`config.mk`:
```
export PLATFORM = sky130hd
export DESIGN_NAME = fixed_mac_sat_ctrl
export DESIGN_NICKNAME = d
export VERILOG_FILES = /design/src/rtl/fixed_mac_sat_ctrl.sv
export SDC_FILE = /design/constraint.sdc
export NUM_CORES = 1
export LEC_CHECK = 0
export BUFFER_PORTS_ARGS = -buffer_cell sky130_fd_sc_hd__clkbuf_2
export CAP_MARGIN = 20
export CORE_ASPECT_RATIO = 0.7
export CORE_UTILIZATION = 40
export CTS_CLUSTER_SIZE = 14
export DETAILED_ROUTE_END_ITERATION = 7
export HOLD_SLACK_MARGIN = 0.15
export PLACE_DENSITY = 0.62
export SYNTH_ARGS = -nofsm -noshare
export SYNTH_HDL_FRONTEND = slang
export SYNTH_SLANG_ARGS = --single-unit
```
`constraint.sdc`:
```
create_clock -name clk -period 12.22 [get_ports clk]
set_clock_uncertainty 0.2 [all_clocks]
set_input_delay 1.833 -clock clk [delete_from_list [all_inputs] [get_ports clk]]
set_output_delay 1.833 -clock clk [all_outputs]
set_load 0.005 [all_outputs]
```
`src/rtl/fixed_mac_sat_ctrl.sv`:
```
// Q8.8 multiply-accumulate sequencer: accumulates len products into a Q56.8 register, then saturates to Q8.8.
// Optional MAC_ROUND_EN: round each product half toward +inf before scaling instead of truncating.
module fixed_mac_sat_ctrl #(
    parameter int LEN_W = 8
) (
    input  logic             clk,
    input  logic             rst,
    input  logic             start,
    input  logic [LEN_W-1:0] len,
    input  logic             in_valid,
    output logic             in_ready,
    input  logic [15:0]      a_in,
    input  logic [15:0]      b_in,
    output logic             out_valid,
    input  logic             out_ready,
    output logic [15:0]      result,
    output logic             overflow,
    output logic             underflow,
    output logic             busy
);

    typedef enum logic [1:0] {
        IDLE  = 2'd0,
        ACCUM = 2'd1,
        CLAMP = 2'd2,
        OUT   = 2'd3
    } state_t;

    state_t state, state_next;

    logic [LEN_W-1:0]   len_q;
    logic [LEN_W-1:0]   count;
    logic [63:0]        acc;
    logic signed [31:0] prod;
    logic signed [32:0] prod_adj;
    logic signed [32:0] prod_shr;
    logic [63:0]        term;
    logic               accept;
    logic               last_term;

    // Q16.16 product, optionally biased by half an LSB of Q.8, then scaled to Q.8
    assign prod = $signed(a_in) * $signed(b_in);
`ifdef MAC_ROUND_EN
    assign prod_adj = {prod[31], prod} + 33'sd128;
`else
    assign prod_adj = {prod[31], prod};
`endif
    assign prod_shr  = prod_adj >>> 8;
    assign term      = {{31{prod_shr[32]}}, prod_shr};

    assign accept    = in_valid && in_ready;
    assign last_term = (count + LEN_W'(1)) == len_q;

    always_ff @(posedge clk) begin
        if (rst) state <= IDLE;
        else     state <= state_next;
    end

    always_comb begin
        state_next = state;
        in_ready   = 1'b0;
        out_valid  = 1'b0;
        busy       = 1'b1;
        case (state)
            IDLE: begin
                busy = 1'b0;
                if (start) state_next = (len != '0) ? ACCUM : CLAMP;
            end
            ACCUM: begin
                in_ready = 1'b1;
                if (accept && last_term) state_next = CLAMP;
            end
            CLAMP: state_next = OUT;
            OUT: begin
                out_valid = 1'b1;
                if (out_ready) state_next = IDLE;
            end
            default: state_next = IDLE;
        endcase
    end

    // Accumulator wraps mod 2^64; saturation happens only once, in CLAMP
    always_ff @(posedge clk) begin
        if (rst) begin
            len_q     <= '0;
            count     <= '0;
            acc       <= '0;
            result    <= 16'h0000;
            overflow  <= 1'b0;
            underflow <= 1'b0;
        end else begin
            case (state)
                IDLE: begin
                    if (start) begin
                        len_q <= len;
                        count <= '0;
                        acc   <= '0;
                    end
                end
                ACCUM: begin
                    if (accept) begin
                        acc   <= acc + term;
                        count <= count + LEN_W'(1);
                    end
                end
                CLAMP: begin
                    if ($signed(acc) > 64'sd32767) begin
                        result    <= 16'h7FFF;
                        overflow  <= 1'b1;
                        underflow <= 1'b0;
                    end else if ($signed(acc) < -64'sd32768) begin
                        result    <= 16'h8000;
                        overflow  <= 1'b0;
                        underflow <= 1'b1;
                    end else begin
                        result    <= acc[15:0];
                        overflow  <= 1'b0;
                        underflow <= 1'b0;
                    end
                end
                default: ;
            endcase
        end
    end

endmodule

```
==> run_results.csv <==
group,metric,value,unit
synthesis,ys_types,65,
worst_setup_path,crit_start,"a_in[15]",
floorplanning,coreArea,0.0413,mm2
global_routing,gr-max-usage-layer,"met1",
placement,dp_hpwl,33500,um
global_routing,antenna_found_initial,0,
worst_setup_path,cp_data_arrival_time,11.42,ns
layout,fin_cells,2559,
drt,ant_nets,0,
sta,relSlewSlack,0.269,
clocking,root_buffer,"clkbuf_16",
sta,worstMarginPinSlew,1.10,ns
worst_setup_path,worstPathRequired,12.24,ns
sta,setup_viol,0,
layout,syn_to_final_growth,7.10,%
global_routing,met1_usage,0.310,
drt,first_pass_iters,8,
worst_setup_path,r2r_end,"acc[62]",
clocking,cts.repair.resized,0,
drt,post-route-drc-count,0,
clocking,cts_tree,"yes",
synthesis,synthesis.area,0.0169,mm2
global_routing,met2_usage,0.304,
synthesis,ys_warn_count,0,
synthesis,synth-edff-count,0,
worst_setup_path,crit_path_frequent_cell,"fa_1",
floorplanning,ioPinCount,66,
drt,drtIter0Drc,1104,
drt,wl,41700,um
drt,viasPerCell,5.35,
job,cap_violations,0,
synthesis,synth_fp_nets,2452,
synthesis,ys_seq_elements,100,
clocking,postCtsSetupRepairBufs,0,
synthesis,ys_seq_area_frac,0.119,
layout,final_common_cell,"inv_1",
worst_setup_path,cpMaxStageDelayCell,"fa_1",
sta,hold_ws,0.270,ns
placement,portBuffers,65,
sta,timing.fmax,87.7,MHz
synthesis,syn_inst,1991,
worst_setup_path,r2r_setup_slack,8.23,ns
clocking,clockBufferDepth,2,
placement,dp_cells,2543,
clocking,clk_latency,0.35,ns
placement,dpl_cell_area,0.0178,mm2
placement,globalplace.congestion,0.910,
clocking,cts_buffers,9,
worst_setup_path,slowest_delay,0.98,ns
worst_setup_path,worstReg2RegStart,"acc[0]",
clocking,clk_pin_slew,0.08,ns
sta,drv_slew,0,
drt,vias,13700,
sta,hold_viol_final,0,
global_routing,met3_usage,0.0259,
global_routing,grt_max_degree,82,
global_routing,grt_use_total,0.202,
clocking,clock_sinks,100,
sta,fin_crit,11.40,ns
worst_setup_path,critPathLaunchType,"primary input",
layout,final_cell_mix,"inv_1, fa_1, nand2_1",
sta,final_min_period_over_clock_period,0.933,
status,run_status,"completed",
worst_setup_path,rr_worst_depth,15,
floorplanning,initial_core_util,0.409,
worst_setup_path,crit_fanout,34,
global_routing,grt_overflow,0,
worst_setup_path,worst_setup_path_end_kind,"flip-flop",
sta,rsz0062_at_grt,"false",
layout,fin_area,0.0181,mm2
drt,wire_per_inst,16.3,um
synthesis,synth_area_per_cell,8.48,um2
layout,drive_gt1_frac,0.0566,
floorplanning,fp.dieW,248,um
global_routing,grt_pass1_wl,69700,um
global_routing,grt_pass1_vias,13400,
sta,timing.setup.tns,0,ns
layout,nNetsFinal,2471,
floorplanning,chipHeight,174,um
layout,diodes,0,
clocking,htreeDepth,3,
clocking,ctsHoldBuffers,0,
synthesis,async_reset_ff_frac,0,
floorplanning,dieArea,0.0430,mm2
worst_setup_path,crit_end,"acc[57]",
hold_path,hold_class,"flip-flop to flip-flop",
hold_path,whs_path_depth,2,
floorplanning,num_rows,62,
worst_setup_path,critPathKind,"primary input to flip-flop",
synthesis,ys.flop_type,"dfxtp_1",
==> metal layers <==
metal | share of wire | vias to the layer above
li1 | - | 6488
met1 | 0.50 | 6799
met2 | 0.44 | 356
met3 | 0.053 | 39
met4 | 0.012 | 0
met5 | 0 | -
==> synthesized netlist by cell type, types with 30 or more instances <==
master	count	area [um2]
inv_1	343	1290
fa_1	262	5250
nand2_1	206	773
ha_1	154	1930
nor2_1	130	488
and2_1	125	782
dfxtp_1	100	2000
a21oi_1	91	455
xnor2_1	72	631
clkbuf_1	70	263
o21ai_0	55	275
a22oi_1	44	330
a21o_1	38	285
nand3_1	31	155
nand4_1	31	194
xor2_1	30	263
==> critical path, delay by kind of cell <==
kind	cells	cell delay [ns]
AOI/OAI and AO/OA	12	2.76
buffers and inverters	5	0.57
xor gates and xnor gates	2	1.03
adders and majority gates	8	4.44
and+or+nand+nor	5	0.76
==> area by class of cell <==
type	count	area, um2
clock buffer	10	239
tap	544	681
clock inverter	6	68.8
timing repair buffer	80	438
inverter	343	1290
multi-input combinational	1476	13400
fill	4115	23200
sequential	100	2000
==> cells by family after synthesis <==
group           after synthesis  synth area share
flops                       100             0.119
fa+ha+maj                   416             0.425
simple gates                614             0.175
buf+inv                     415            0.0924
xor+xnor                    102            0.0529
compound gates              344             0.136
==> worst min path at each step <==
stage,from,end,slack [ns]
3_3_place_gp,result[15],result[15],0.25
3_5_place_dp,len_q[4],len_q[4],0.26
5_1_grt,len_q[4],len_q[4],0.29
4_1_cts,len_q[4],len_q[4],0.27
2_1_floorplan,len_q[4],len_q[4],0.25
6_report,len_q[4],len_q[4],0.27
==> flip-flops by register name, indices dropped and copies added, names as in the netlist <==
register	flops
overflow	1
acc	64
result	16
underflow	1
state	2
count	8
len_q	8
==> stage by stage <==
step,util,worst slack [ns]
floorplan,-,0.949
global placement,0.431,0.668
detailed placement,0.431,0.494
CTS,0.438,0.830
global route,0.438,0.120
finish,0.438,0.816
Power is not shown: default switching activity piles up to over one toggle a cycle in this logic, so the estimate is an artifact.
